File: src/rtl/tank_sprite_compositor.sv
// Multi-sprite compositor: NUM_SPRITES double-buffered sprite channels over a background
// colour, 2-cycle pixel pipeline (hit/addr -> ROM/palette -> RGB) and a per-frame collision flag.
module tank_sprite_compositor #(
  parameter int NUM_SPRITES = 4,
  parameter int SPR_W = 32,
  parameter int SPR_H = 32,
  parameter int FRAMES = 4,
  parameter int PIX_BITS = 4,
  parameter logic [PIX_BITS-1:0] TRANSPARENT = '0,
  parameter logic [11:0] BG_RGB = 12'h000,
  localparam int ADDR_W = $clog2(FRAMES * SPR_W * SPR_H),
  localparam int SEL_W = (NUM_SPRITES > 1) ? $clog2(NUM_SPRITES) : 1,
  localparam int FR_W = (FRAMES > 1) ? $clog2(FRAMES) : 1
) (
  input  logic                            vga_clk,
  input  logic                            reset,
  input  logic [9:0]                      DrawX,
  input  logic [9:0]                      DrawY,
  input  logic                            blank,
  input  logic                            frame_start,
  input  logic                            wr_en,
  input  logic [SEL_W-1:0]                wr_sel,
  input  logic [9:0]                      wr_x,
  input  logic [9:0]                      wr_y,
  input  logic [FR_W-1:0]                 wr_frame,
  input  logic                            wr_flip,
  input  logic                            wr_show,
  output logic [NUM_SPRITES*ADDR_W-1:0]   rom_addr,
  input  logic [NUM_SPRITES*PIX_BITS-1:0] rom_q,
  output logic [PIX_BITS-1:0]             pal_index,
  input  logic [3:0]                      pal_r,
  input  logic [3:0]                      pal_g,
  input  logic [3:0]                      pal_b,
  output logic [3:0]                      red,
  output logic [3:0]                      green,
  output logic [3:0]                      blue,
  output logic                            collision
);

  logic [NUM_SPRITES-1:0] opaque;

  genvar gi;
  for (gi = 0; gi < NUM_SPRITES; gi++) begin : g_ch
    logic [9:0]      sh_x_q, sh_x_d, sh_y_q, sh_y_d, act_x_q, act_y_q;
    logic [FR_W-1:0] sh_fr_q, sh_fr_d, act_fr_q;
    logic            sh_flip_q, sh_flip_d, sh_show_q, sh_show_d;
    logic            act_flip_q, act_show_q;
    logic            wr_hit, hit_d, hit_q;
    logic [10:0]     dx, dy, x0, y0;
    logic [9:0]      lx, ly, col;

    // Out-of-range selects never match any channel, so they are dropped here.
    assign wr_hit = wr_en && (int'(wr_sel) == gi);

    always_comb begin
      sh_x_d    = sh_x_q;
      sh_y_d    = sh_y_q;
      sh_fr_d   = sh_fr_q;
      sh_flip_d = sh_flip_q;
      sh_show_d = sh_show_q;
      if (wr_hit) begin
        sh_x_d    = wr_x;
        sh_y_d    = wr_y;
        sh_fr_d   = wr_frame;
        sh_flip_d = wr_flip;
        sh_show_d = wr_show;
      end
    end

    // Active copy takes the post-write shadow so a same-cycle write is committed.
    always_ff @(posedge vga_clk) begin
      if (reset) begin
        sh_x_q     <= '0;
        sh_y_q     <= '0;
        sh_fr_q    <= '0;
        sh_flip_q  <= 1'b0;
        sh_show_q  <= 1'b0;
        act_x_q    <= '0;
        act_y_q    <= '0;
        act_fr_q   <= '0;
        act_flip_q <= 1'b0;
        act_show_q <= 1'b0;
        hit_q      <= 1'b0;
      end else begin
        sh_x_q    <= sh_x_d;
        sh_y_q    <= sh_y_d;
        sh_fr_q   <= sh_fr_d;
        sh_flip_q <= sh_flip_d;
        sh_show_q <= sh_show_d;
        if (frame_start) begin
          act_x_q    <= sh_x_d;
          act_y_q    <= sh_y_d;
          act_fr_q   <= sh_fr_d;
          act_flip_q <= sh_flip_d;
          act_show_q <= sh_show_d;
        end
        hit_q <= hit_d;
      end
    end

    // 11-bit compare so a sprite near the right/bottom edge never wraps to 0.
    assign dx    = {1'b0, DrawX};
    assign dy    = {1'b0, DrawY};
    assign x0    = {1'b0, act_x_q};
    assign y0    = {1'b0, act_y_q};
    assign hit_d = act_show_q && (dx >= x0) && (dx < x0 + 11'(SPR_W))
                   && (dy >= y0) && (dy < y0 + 11'(SPR_H));

    assign lx  = DrawX - act_x_q;
    assign ly  = DrawY - act_y_q;
    assign col = act_flip_q ? (10'(SPR_W - 1) - lx) : lx;

    assign rom_addr[gi*ADDR_W +: ADDR_W] =
      ADDR_W'(32'(act_fr_q) * (SPR_W * SPR_H) + 32'(ly) * SPR_W + 32'(col));

    assign opaque[gi] = hit_q && (rom_q[gi*PIX_BITS +: PIX_BITS] != TRANSPARENT);
  end

  logic        any_opaque, multi_opaque;
  logic        blank_q;
  logic        sticky_q, sticky_d;
  logic        coll_q;
  logic [11:0] rgb_q, rgb_d;

  // Scan from highest to lowest index so the lowest-numbered opaque channel wins.
  always_comb begin
    pal_index    = '0;
    any_opaque   = 1'b0;
    multi_opaque = 1'b0;
    for (int i = NUM_SPRITES - 1; i >= 0; i--) begin
      if (opaque[i]) begin
        pal_index = rom_q[i*PIX_BITS +: PIX_BITS];
        if (any_opaque) multi_opaque = 1'b1;
        any_opaque = 1'b1;
      end
    end
  end

  always_comb begin
    if (!blank_q)        rgb_d = 12'h000;
    else if (!any_opaque) rgb_d = BG_RGB;
    else                 rgb_d = {pal_r, pal_g, pal_b};
    sticky_d = sticky_q | (blank_q & multi_opaque);
  end

  always_ff @(posedge vga_clk) begin
    if (reset) begin
      blank_q  <= 1'b0;
      rgb_q    <= 12'h000;
      sticky_q <= 1'b0;
      coll_q   <= 1'b0;
    end else begin
      blank_q <= blank;
      rgb_q   <= rgb_d;
      if (frame_start) begin
        coll_q   <= sticky_d;
        sticky_q <= 1'b0;
      end else begin
        sticky_q <= sticky_d;
      end
    end
  end

  assign red       = rgb_q[11:8];
  assign green     = rgb_q[7:4];
  assign blue      = rgb_q[3:0];
  assign collision = coll_q;

endmodule

File: config.mk
export PLATFORM = sky130hd
export DESIGN_NAME = tank_sprite_compositor
export DESIGN_NICKNAME = d
export VERILOG_FILES = /design/src/rtl/tank_sprite_compositor.sv
export SDC_FILE = /design/constraint.sdc
export NUM_CORES = 1
export LEC_CHECK = 0
export ABC_AREA = 1
export ABC_CLOCK_PERIOD_IN_PS = 5050
export CAP_MARGIN = 20
export CORE_MARGIN = 1.5
export CORE_UTILIZATION = 51
export DETAILED_ROUTE_END_ITERATION = 7
export GPL_ROUTABILITY_DRIVEN = 0
export PLACE_DENSITY = 0.78
export SYNTH_ARGS = -nofsm -noshare
export SYNTH_HDL_FRONTEND = slang
export SYNTH_SLANG_ARGS = --single-unit
File: constraint.sdc
create_clock -name vga_clk -period 5.05 [get_ports vga_clk]
set_input_delay 0.7575 -clock vga_clk [delete_from_list [all_inputs] [get_ports vga_clk]]
set_output_delay 0.7575 -clock vga_clk [all_outputs]
set_load 0.02 [all_outputs]
==> results.ini <==
[clock_tree]
ctsLongestPathBuffers=3
cts_htree_levels=1
clk_latency_ps=540
cts_buffers=24
cts.clk_slew.worst_paths_ps=60
cts_sinks=211
cts_tree=yes
cts_root_buf=clkbuf_16

[setup_path]
endpoint_kind=output port
r2r_end=g_ch[1].hit_q
critPathMaxFanout=4
crit_path_frequent_cell=nand2_1
reg2regPathDepth=10
r2r_start=g_ch[1].act_y_q[2]
cp.arrival_ps=4120
rrSetupSlack_ps=2960
slowest_stage=clkdlybuf4s50_1
start_kind=input pin
crit_chain=clkdlybuf4s50_1, buf_4, ha_1, nand2_1, inv_1, nand2_1, nand3_1, nand2_1, nand2_1, ha_1, nand2_1, o21ai_0, buf_4, fa_1, clkdlybuf4s50_1
max_stage_delay_ps=630
path_class=in2out
worstPathRequired_ps=4290

[timing]
setup_viol=0
worstMarginPinSlew_ps=938
fin_crit_sh=0.965
fmax_ghz=0.205
finalWorstSetupSlack_ps=177
rsz0062_at_grt=false
slew_headroom=0.374
report.final.hold_viol_count=0
whs_ps=465
finClkSkew_ps=25.8
fin_crit_ps=4870
slew_viol_final=0

[finish]
drive_above_1_share=0.0998
layout_commonest_cell=nand2_1
n_antenna_cell=0
num-nets-final=2450
syn2layout_area_growth_pct=25.3
fillers=2249
most-common-layout-cells=329 x nand2_1, 294 x nor2_1, 276 x inv_1

[global_routing]
grt_max_degree=74
grt_overflow=0
antenna_found_initial=0
grt_use_total=0.287
grt_pass1_wl_mm=65.7
grt_pass1_vias=13300

[detailed_routing]
wl_mm=41.3
post_drt_wl_per_cell_um=16.2
dr.pass1.iters=6
drt_iter0_drc=1137
dr_total_vias=13900
via_per_inst=5.43
drcViolationCount=0
ant_nets=0

[logic_synthesis]
synthCells=1937
seq_area_frac_synth=0.300
synth.distinct_cells=33
yosys_warnings=0
netlist_area_sq_um=14100
syn-num-nets=2187
ys_ff_latch=211
avgSynthCellArea_sq_um=7.27

[hold_path]
holdPathEnd=g_ch[3].act_show_q
min_from=g_ch[3].act_show_q
hp-class=reg2reg
hold_path_depth=2

[floorplan]
fp.dieArea_sq_um=28600
num_rows=60
start_util=0.521
die_y_um=169
pin_count=144
core_sq_um=27000
die_w_um=169

[power_and_ir_drop]
power_per_cell_area_nw_per_um2=332
p_leak_nw=8.68
ir_worst_vdd_v=0.000265

[placed_design]
post-place-ws_ps=-616
place_hpwl_mm=31.6
port_buffers=143

[job]
cap_violations=0

[status]
status=finished clean

-- repair_timing --
action	CTS	global route
hold endpoints to repair	0	0
pin swaps	0	7
setup endpoints to repair	21	22
buffers inserted	0	1
resized for setup	34	35
hold buffers	0	0
-- area by class of cell --
class                           count  area [sq um]  share of cell area
Tap cell                          341           427              0.0242
Multi-Input combinational cell   1388          8590               0.487
Clock inverter                      9           118             0.00667
Timing Repair Buffer              297          2550               0.145
Inverter                          278          1050              0.0593
Clock buffer                       32           671              0.0380
Sequential cell                   211          4220               0.240
-- worst max-delay path by stage --
stage	depth (start not counted)	to	slack (ps)	from
finish	15	rom_addr[6]	180	DrawX[4]
global route	23	rom_addr[11]	0.8	DrawX[5]
CTS	22	rom_addr[35]	5	DrawX[0]
detailed placement	22	rom_addr[35]	-620	DrawX[0]
global placement	22	rom_addr[35]	-570	DrawX[0]
floorplan	19	rom_addr[23]	600	DrawX[0]
-- where the power goes --
part	switching [mW]	internal [mW]
Combinational	1.28	1.02
Clock	0.707	1.04
Sequential	0.0604	1.74
-- registers in the layout (all words and copies together) (netlist names), 8 cells and up --
name / flops
g_ch.act_x_q: 40
g_ch.act_y_q: 40
g_ch.sh_x_q: 40
g_ch.sh_y_q: 40
rgb_q: 12
g_ch.act_fr_q: 8
g_ch.sh_fr_q: 8
-- cells by family (layout without fill, tap and decap cells) --
kind of cell	after synthesis	after routing	synth area share
simple gates	773	773	0.224
mux	69	69	0.0491
xor+xnor	97	97	0.0604
fa+ha+maj	171	171	0.158
buf+inv	338	616	0.0927
compound gates	278	278	0.116
flops	211	211	0.300
-- per-stage QoR --
step / utilization / instance area [sq um] / instances / power [mW] / setup TNS, ps
after detailed placement: 0.623 / 16800 / 2514 / 4.18 / -6000
after CTS: 0.652 / 17600 / 2555 / 5.85 / 0
after global routing: 0.652 / 17600 / 2556 / 6.16 / 0
after floorplan: - / 14100 / 1937 / 3.13 / 0
final: 0.652 / 17600 / 2556 / 5.84 / 0
after global placement: 0.623 / 16800 / 2514 / 4.12 / -5010
-- critical path: cells and delay by family --
kind	cells	cell delay (ps)
simple gates	6	530
compound gates	1	100
buf+inv	5	1580
fa+ha+maj	3	1150
-- metal layers --
layer	GRT usage	up-vias	share of wire
met5	0	-	0
met4	0.134	0	0.048
met3	0.0386	131	0.082
met2	0.466	575	0.44
met1	0.378	6342	0.43
li1	-	6836	-
-- synthesized netlist by cell type --
library cell	instances	area (sq um)
nand2_1	330	1240
nor2_1	294	1100
inv_1	277	1040
dfxtp_1	211	4220
ha_1	159	1990
a21oi_1	149	746
nand3_1	106	531
a211oi_1	69	518
mux2i_1	69	691
xor2_1	56	490
xnor2_1	41	359
clkbuf_1	33	124
o21ai_0	32	160
nand4_1	25	156
buf_2	14	70.1
fa_1	12	240
buf_1	8	30.0
a21o_1	7	52.6
nand3b_1	6	45.0
o21bai_1	6	45.0
a31oi_1	5	31.3
buf_4	5	37.5
o211ai_1	5	37.5
and3_1	3	18.8
nor3_1	3	15.0
o31ai_1	3	22.5
or2_2	3	18.8
clkinv_1	1	3.75
nand2_2	1	6.26
nor2_2	1	6.26
nor3_2	1	10.0
o21a_1	1	7.51
o22ai_1	1	6.26
(Power assumes the default switching activity.)
